===== config.mk =====
export PLATFORM = sky130hd
export DESIGN_NAME = instruction_fetch_unit
export DESIGN_NICKNAME = d
export VERILOG_FILES = /design/src/rtl/instruction_fetch_unit_pkg.sv /design/src/rtl/instruction_fetch_unit_program_memory.sv /design/src/rtl/instruction_fetch_unit.sv
export SDC_FILE = /design/constraint.sdc
export NUM_CORES = 2
export LEC_CHECK = 0
export ABC_AREA = 1
export CAP_MARGIN = 15
export CORE_MARGIN = 2
export CORE_UTILIZATION = 57
export CTS_CLUSTER_SIZE = 16
export DETAILED_ROUTE_END_ITERATION = 7
export GPL_ROUTABILITY_DRIVEN = 0
export MAX_ROUTING_LAYER = met4
export PLACE_DENSITY = 0.7
export SLEW_MARGIN = 20
export SYNTH_ARGS = -nofsm -noshare
export SYNTH_HDL_FRONTEND = slang
export SYNTH_SLANG_ARGS = --single-unit

===== constraint.sdc =====
create_clock -name clk -period 4.95 [get_ports clk]
set_input_delay 0.7425 -clock clk [delete_from_list [all_inputs] [get_ports clk]]
set_output_delay 0.7425 -clock clk [all_outputs]
set_load 0.02 [all_outputs]

===== src/rtl/instruction_fetch_unit_pkg.sv =====
// Shared definitions for the instruction fetch unit and the processor's control unit:
// state encoding, special instruction words and the instruction field layout.
package instruction_fetch_unit_pkg;

    localparam int unsigned DEPTH = 256;
    localparam int unsigned AW    = 8;

    localparam logic [8:0] DEPTH_CNT = 9'd256;

    localparam logic [7:0] HALT_OP  = 8'hC0;
    localparam logic [7:0] NOP_WORD = 8'h00;

    typedef enum logic [1:0] {
        ST_IDLE = 2'd0,
        ST_LOAD = 2'd1,
        ST_RUN  = 2'd2,
        ST_HALT = 2'd3
    } state_e;

    // Field layout op[7:6], rs[5:4], rt[3:2], rd[1:0]; HALT_OP is a branch with offset 0.
    typedef struct packed {
        logic [1:0] op;
        logic [1:0] rs;
        logic [1:0] rt;
        logic [1:0] rd;
    } instr_t;

endpackage


===== src/rtl/instruction_fetch_unit_program_memory.sv =====
// Program image store: one synchronous write port for the loader and one
// asynchronous read port so the processor sees its instruction in the same cycle.
module instruction_fetch_unit_program_memory
    import instruction_fetch_unit_pkg::*;
(
    input  logic          clk,
    input  logic          we,
    input  logic [AW-1:0] waddr,
    input  logic [7:0]    wdata,
    input  logic [AW-1:0] raddr,
    output logic [7:0]    rdata
);

    // Deliberately not reset; stale words beyond the image are never served.
    logic [7:0] mem_q [DEPTH];

    always_ff @(posedge clk) begin
        if (we) begin
            mem_q[waddr] <= wdata;
        end
    end

    assign rdata = mem_q[raddr];

endmodule


===== src/rtl/instruction_fetch_unit.sv =====
// Instruction-side responder: loads a program image over a byte stream, holds the
// processor in reset while loading, serves instructions by PC and detects halt.
module instruction_fetch_unit
    import instruction_fetch_unit_pkg::*;
(
    input  logic        clk,
    input  logic        reset,
    input  logic        load_en,
    input  logic        load_valid,
    input  logic [7:0]  load_data,
    output logic        load_ready,
    input  logic [7:0]  pc,
    output logic [7:0]  instruction,
    output logic        cpu_reset,
    output logic [8:0]  load_count,
    output logic        halted,
    output logic [15:0] run_cycles,
    output state_e      dbg_state
);

    // Load handshake: a byte transfers on a clk edge where load_valid && load_ready;
    // load_ready depends only on registered state, never on load_valid.

    state_e        state_q, state_d;
    logic [AW-1:0] wr_ptr_q, wr_ptr_d;
    logic [8:0]    load_count_q, load_count_d;
    logic          halted_q, halted_d;
    logic [15:0]   run_cycles_q, run_cycles_d;

    logic          mem_we;
    logic [7:0]    mem_rdata;
    logic          in_image;
    logic          enter_load;

    instruction_fetch_unit_program_memory u_mem (
        .clk   (clk),
        .we    (mem_we),
        .waddr (wr_ptr_q),
        .wdata (load_data),
        .raddr (pc),
        .rdata (mem_rdata)
    );

    assign in_image = ({1'b0, pc} < load_count_q);

    always_comb begin
        state_d      = state_q;
        wr_ptr_d     = wr_ptr_q;
        load_count_d = load_count_q;
        halted_d     = halted_q;
        run_cycles_d = run_cycles_q;
        load_ready   = 1'b0;
        cpu_reset    = 1'b1;
        instruction  = NOP_WORD;
        mem_we       = 1'b0;
        enter_load   = 1'b0;

        case (state_q)
            ST_IDLE: begin
                enter_load = load_en;
            end
            ST_LOAD: begin
                load_ready = (load_count_q < DEPTH_CNT);
                if (load_valid && load_ready) begin
                    mem_we       = 1'b1;
                    wr_ptr_d     = wr_ptr_q + 8'd1;
                    load_count_d = load_count_q + 9'd1;
                end
                // A byte accepted in the exit cycle still counts toward a runnable image.
                if (!load_en) begin
                    state_d = (load_count_d != 9'd0) ? ST_RUN : ST_IDLE;
                end
            end
            ST_RUN: begin
                cpu_reset   = 1'b0;
                instruction = in_image ? mem_rdata : HALT_OP;
                if (run_cycles_q != 16'hFFFF) begin
                    run_cycles_d = run_cycles_q + 16'd1;
                end
                if (load_en) begin
                    enter_load = 1'b1;
                end else if (instruction == HALT_OP) begin
                    state_d  = ST_HALT;
                    halted_d = 1'b1;
                end
            end
            ST_HALT: begin
                cpu_reset   = 1'b0;
                instruction = HALT_OP;
                enter_load  = load_en;
            end
            default: begin
                state_d = ST_IDLE;
            end
        endcase

        if (enter_load) begin
            state_d      = ST_LOAD;
            wr_ptr_d     = '0;
            load_count_d = '0;
            run_cycles_d = '0;
            halted_d     = 1'b0;
        end
    end

    always_ff @(posedge clk or negedge reset) begin
        if (!reset) begin
            state_q      <= ST_IDLE;
            wr_ptr_q     <= '0;
            load_count_q <= '0;
            halted_q     <= 1'b0;
            run_cycles_q <= '0;
        end else begin
            state_q      <= state_d;
            wr_ptr_q     <= wr_ptr_d;
            load_count_q <= load_count_d;
            halted_q     <= halted_d;
            run_cycles_q <= run_cycles_d;
        end
    end

    assign load_count = load_count_q;
    assign halted     = halted_q;
    assign run_cycles = run_cycles_q;
    assign dbg_state  = state_q;

endmodule


=== Word level (Yosys, flattened, before mapping) ===
Memory sizes are Yosys's and may differ from the RTL's.
Index checks and enable logic that the tools add are counted.
Widths: inputs -> output; s select.

* Register bits after elaboration: 36
* RAM bits: 2,048
* Bits of input ports: 20
* Output and inout bits: 38
* Word-level logic and storage cells: 65
* Memories kept: 1

{| class="wikitable"
|+ Memory list
! name !! depth !! bits a word !! rd ports !! clocked after memory_dff !! wr ports !! RTL line !! text
|-
| u_mem.mem_q || 256 || 8 || 1 || 0 || 1 || instruction_fetch_unit_program_memory.sv:15 || <nowiki>logic [7:0] mem_q [DEPTH];</nowiki>
|}

* Add/sub/neg operators: 3
* Order comparisons: 2
* Equal/unequal tests: 9
* Muxes and demuxes: 30
* Reduce and logical (&&, ||, !) cells: 15

{| class="wikitable"
|+ Operators with widths
! kind !! count
|-
| $mux 16 || 3
|-
| $mux 9 || 4
|-
| $mux 8 || 4
|-
| $add 16x1->16 const B || 1
|-
| $ne 16x16->1 const B || 1
|-
| $pmux 8 s2 || 1
|-
| $mux 1 || 11
|-
| $mux 2 || 5
|-
| $reduce_bool 2->1 || 5
|-
| $add 9x1->9 const B || 1
|-
| $lt 8x9->1 || 1
|-
| $lt 9x9->1 const B || 1
|-
| $ne 3x3->1 const B || 3
|-
| $reduce_bool 9->1 || 1
|-
| $add 8x1->8 const B || 1
|-
| $eq 8x8->1 const B || 1
|-
| $eq 2x2->1 const B || 2
|-
| $pmux 2 s2 || 1
|-
| $reduce_and 2->1 || 2
|-
| $reduce_and 4->1 || 1
|-
| $reduce_or 2->1 || 2
|-
| $reduce_and 3->1 || 1
|-
| $reduce_bool 3->1 || 1
|-
| $eq 2x1->1 const B || 1
|-
| other kinds (4) || 4
|}

=== Longest topological paths before layout ===
* Depth in word-level cells: 9
* Depth in mapped cells: 22

=== Hierarchy ===
A second synthesis with hierarchy kept.

* Cells, all modules: 7,337
* Area, all modules: 85,719.7 um^2

{| class="wikitable"
|+ By module, submodules not included
! module !! instances !! cells an instance !! area each (um^2)
|-
| instruction_fetch_unit_program_memory || 1 || 6,995 || 83,236.1
|-
| instruction_fetch_unit || 1 || 342 || 2,483.6
|}

=== Least setup slack after synthesis ===
OpenSTA, ideal clock, no wires.

* Path type: input-to-output
* Start point: input pc[1]
* End point: output instruction[6]
* Arrival: 2,384 ps
* Setup slack: 1,824 ps
* Cell stages on the path: 15
* Path through: buf_4 > buf_4 > clkbuf_1 > o21ai_0 > o22ai_1 > nand2_1 > nand3_1 > nand3_1 > nand3_1 > nand3_1 > nand2_1 > nand2_1 > nand3_1 > nor2_1 > nor2_1

* Longest elaborated chain between the ends: 3
* Elaborated cells between the ends (all ways): 4
* Classes of those cells: order compare: 1; mux: 2; memory: 1

{| class="wikitable"
|+ Ends and longest elaborated chain
! element !! RTL line !! text
|-
| start, declared || instruction_fetch_unit.sv:12 || <nowiki>input logic [7:0] pc,</nowiki>
|-
| $mem_v2 256x8 / $lt 8x9->1 (equally long branches) || -- ||
|-
| $mux 8 (*) || instruction_fetch_unit.sv:76 || <nowiki>instruction = in_image ? mem_rdata : HALT_OP;</nowiki>
|-
| $pmux 8 s2 (*) || instruction_fetch_unit.sv:58 || <nowiki>case (state_q)</nowiki>
|-
| end, declared || instruction_fetch_unit.sv:13 || <nowiki>output logic [7:0] instruction,</nowiki>
|}

Mark *: on every way between the ends. The rest lies on a longest branch, timed or not.

=== Worst setup path in the final report ===
* Start point: input pc[0]
* End point: output instruction[6]

The elaborated chain is that of the path after synthesis.

==> impl_metrics.tcl <==
set metrics [dict create \
    status "completed" \
    wl_um 224000 \
    fmaxAchievable_ghz 0.211 \
    yosysUniqueCellTypes 36 \
    final_antenna_net_count 0 \
    cts_tree "yes" \
    clock_power_share_pct 39.9 \
    die_area_sq_um 153000 \
    syn_area_per_cell_sq_um 11.7 \
    p_leak_nw 32.9 \
    synth_xor_area_share_pct 0.0617 \
    startpoint_type "input pin" \
    crit_chain "buf_8, inv_16, buf_12, buf_4, nand2_1, nand3_1, nand3_1, nand3_1, nand3_1, nand3_1, nand3_1, nand2_1, nand2_1, nand3_1, nor2_1, nor2_1, clkdlybuf4s50_1" \
    period_needed_ns 4.75 \
    netlist_area_sq_um 85200 \
    io_pins 58 \
    netlist_instances 7267 \
    worstReg2RegStart "dbg_state[0]" \
    grt_use_total_pct 30.3 \
    yosysWarnings 0 \
    r2r_slack_ns 1.13 \
    ir_worst_vdd_mv 0.374 \
    dr_total_vias 56900 \
    post_cts_resized 0 \
    worstSetupPathType "input pin to primary output" \
    finalMaxSlewViolations 0 \
    maxSlewHeadroom_pct 23.3 \
    pwr-share-comb_pct 7.4 \
    holdBufCountCts 0 \
    ys_seq_elements 2084 \
    yosysMostFrequentCell "nand2_1" \
    die_y_um 391 \
    clock_path_buffers 3 \
    synth_flop_cell "edfxtp_1" \
    final-hold-violation-count 0 \
    critPathArrivalTime_ns 4.01 \
    synth_edf_count 2048 \
    synth_seq_area_share_pct 73.2 \
    core.rowCount 141 \
    whs_ns 0.0605 \
    synthMuxAreaShare_pct 0 \
    dp.final_hpwl_um 127000 \
    insertion_delay_ns 0.82 \
    r2r_cells 9 \
    fill_cells 10900 \
    crit_required_ns 4.21 \
    synth_fa_ha_area_share_pct 0.191 \
    firstDrtPassIters 7 \
    pwr-share-seq_pct 52.7 \
    yosys-top-cells-count "nand2_1, edfxtp_1, nand3_1" \
    placement.io_buffers 57 \
    netlist.area_leader.share_pct 72.2 \
    worstMarginPinSlew_ns 1.15 \
    drive_gt1_share_pct 6.60 \
    antenna_found_initial 6 \
    core_area_sq_um 148000 \
    slowest_stage "clkdlybuf4s50_1" \
    yosys.area.top_type "edfxtp_1" \
    area_delta_synth_final_pct 10.8 \
    setup_violations 0 \
    synthSimpleGateAreaFrac_pct 23.1 \
    synth_top_family_by_area "simple AND/OR/NAND/NOR gates" \
    cap_viol_max_count 0 \
    async_reset_ff_share_pct 1.73 \
    p_switching_mw 8.50 \
    cpPeakStageDelay_ns 0.60 \
    crit_top_cell "nand3_1" \
    die_width_um 391 \
    grt_pass1_wl_um 337000 \
    clkTransAtPathRegs_ns 0.06 \
    wl_per_cell_um 24.0 \
    drt-initial-drc-count 8466 \
    cts_buffers 203 \
    grt_max_degree 136 \
    via_per_inst 6.11 \
    root_buffer "clkbuf_16" \
    cts_setup_buffers 0 \
    setup_tns_ns 0 \
    rsz0062_at_grt "no" \
    grt.overflow.total 0 \
    nets 7258 \
    p_int_mw 28.5 \
    syn-num-nets 7300 \
    first_global_vias 54000 \
    endpoint_kind "primary output" \
    yosys-top-cells-area "edfxtp_1, nand3_1, nand2_1" \
    powerDensity_nw_per_um2 392 \
    synth_compound_area_share_pct 0.385 \
    skew_ns 0.0222 \
    ctsHtreeMaxLevel 4 \
    min_path_type "input pin to async pin" \
    clock_sinks 2084 \
    p_sw_share_pct 23.0 \
    post-route-period-util_pct 95.9 \
    r2r-end "u_mem.mem_q[31][2]" \
    worst-path-max-fanout 53 \
    initial_core_util_pct 57.6 \
    drc 0 \
]
[worst max-delay path by stage]
stage          slack (ns)  startpoint              to
2_1_floorplan        1.82       pc[1]  instruction[6]
3_3_place_gp         0.37       pc[0]  instruction[6]
3_5_place_dp         0.38       pc[0]  instruction[4]
4_1_cts              0.36       pc[0]  instruction[5]
5_1_grt              0.16       pc[0]  instruction[6]
6_report             0.20       pc[0]  instruction[6]
[final cells by class]
type | count | area [sq um] | area share (%)
Sequential cell | 2084 | 62400 | 66.1
Multi-Input combinational cell | 4620 | 20200 | 21.4
Clock buffer | 257 | 5370 | 5.69
Timing Repair Buffer | 239 | 2740 | 2.90
Tap cell | 1930 | 2410 | 2.56
Clock inverter | 117 | 908 | 0.962
Inverter | 77 | 323 | 0.342
Antenna cell | 2 | 5.00 | 0.00530
[metal layers]
layer	global-route usage, %	up-vias	share of wire (%)
met5	-	-	0
met4	10.1	0	3.4
met3	6.04	487	11
met2	45.9	3200	47
met1	41.6	27600	39
li1	-	25700	-
[state kept, by name, summed over array words and instances, names as in the netlist]
register     flops
wr_ptr_q         8
run_cycles      16
halted           1
u_mem.mem_q   2048
dbg_state        2
load_count       9
[power by group through the flow]
stage,Sequential (mW),Clock (mW),Combinational (mW)
3_5_place_dp,19.8,0,2.66
4_1_cts,19.5,14.8,2.68
6_report,19.5,14.8,2.72
2_1_floorplan,19.9,0,1.43
5_1_grt,19.5,15.5,2.92
3_3_place_gp,19.8,0,2.62
[cell usage in the layout (no fill, tap or decap), drive strengths merged]
| cell | count |
|---|---|
| a211oi | 2 |
| a21oi | 19 |
| a221oi | 1 |
| a31oi | 1 |
| and3 | 1 |
| buf | 197 |
| bufinv | 13 |
| clkbuf | 257 |
| clkdlybuf4s50 | 42 |
| clkinv | 97 |
| clkinvlp | 4 |
| dfrtp | 36 |
| diode | 2 |
| edfxtp | 2048 |
| ha | 13 |
| inv | 80 |
| nand2 | 2174 |
| nand3 | 2029 |
| nand4 | 4 |
| nor2 | 319 |
| nor3 | 13 |
| nor3b | 1 |
| nor4 | 2 |
| o211ai | 1 |
| o21a | 2 |
| o21ai | 18 |
| o21bai | 1 |
| o221a | 1 |
| o22ai | 9 |
| o31ai | 2 |
| or2 | 1 |
| xor2 | 6 |
[per-stage QoR]
step	worst slack (ns)	area (sq um)	util [%]	power [mW]	std cells
4_1_cts	0.357	94400	63.8	37.0	9324
5_1_grt	0.158	94400	63.8	37.9	9325
2_1_floorplan	1.82	85200	-	21.3	7267
3_5_place_dp	0.380	88100	59.5	22.5	8950
6_report	0.202	94400	63.8	37.0	9326
3_3_place_gp	0.368	88100	59.5	22.5	8950
[critical path, delay by kind of cell]
family,cells,cell delay [ns]
buffers and inverters,5,1.47
and+or+nand+nor,12,1.70
[cell families after synthesis]
kind of cell	after synthesis
AND/OR/NAND/NOR	4544
flip-flops	2084
buffers and inverters	563
AO/OA/AOI/OAI	57
adder cells (fa/ha/maj)	13
XOR/XNOR	6
No activity file was read; power rests on OpenSTA's default activity.
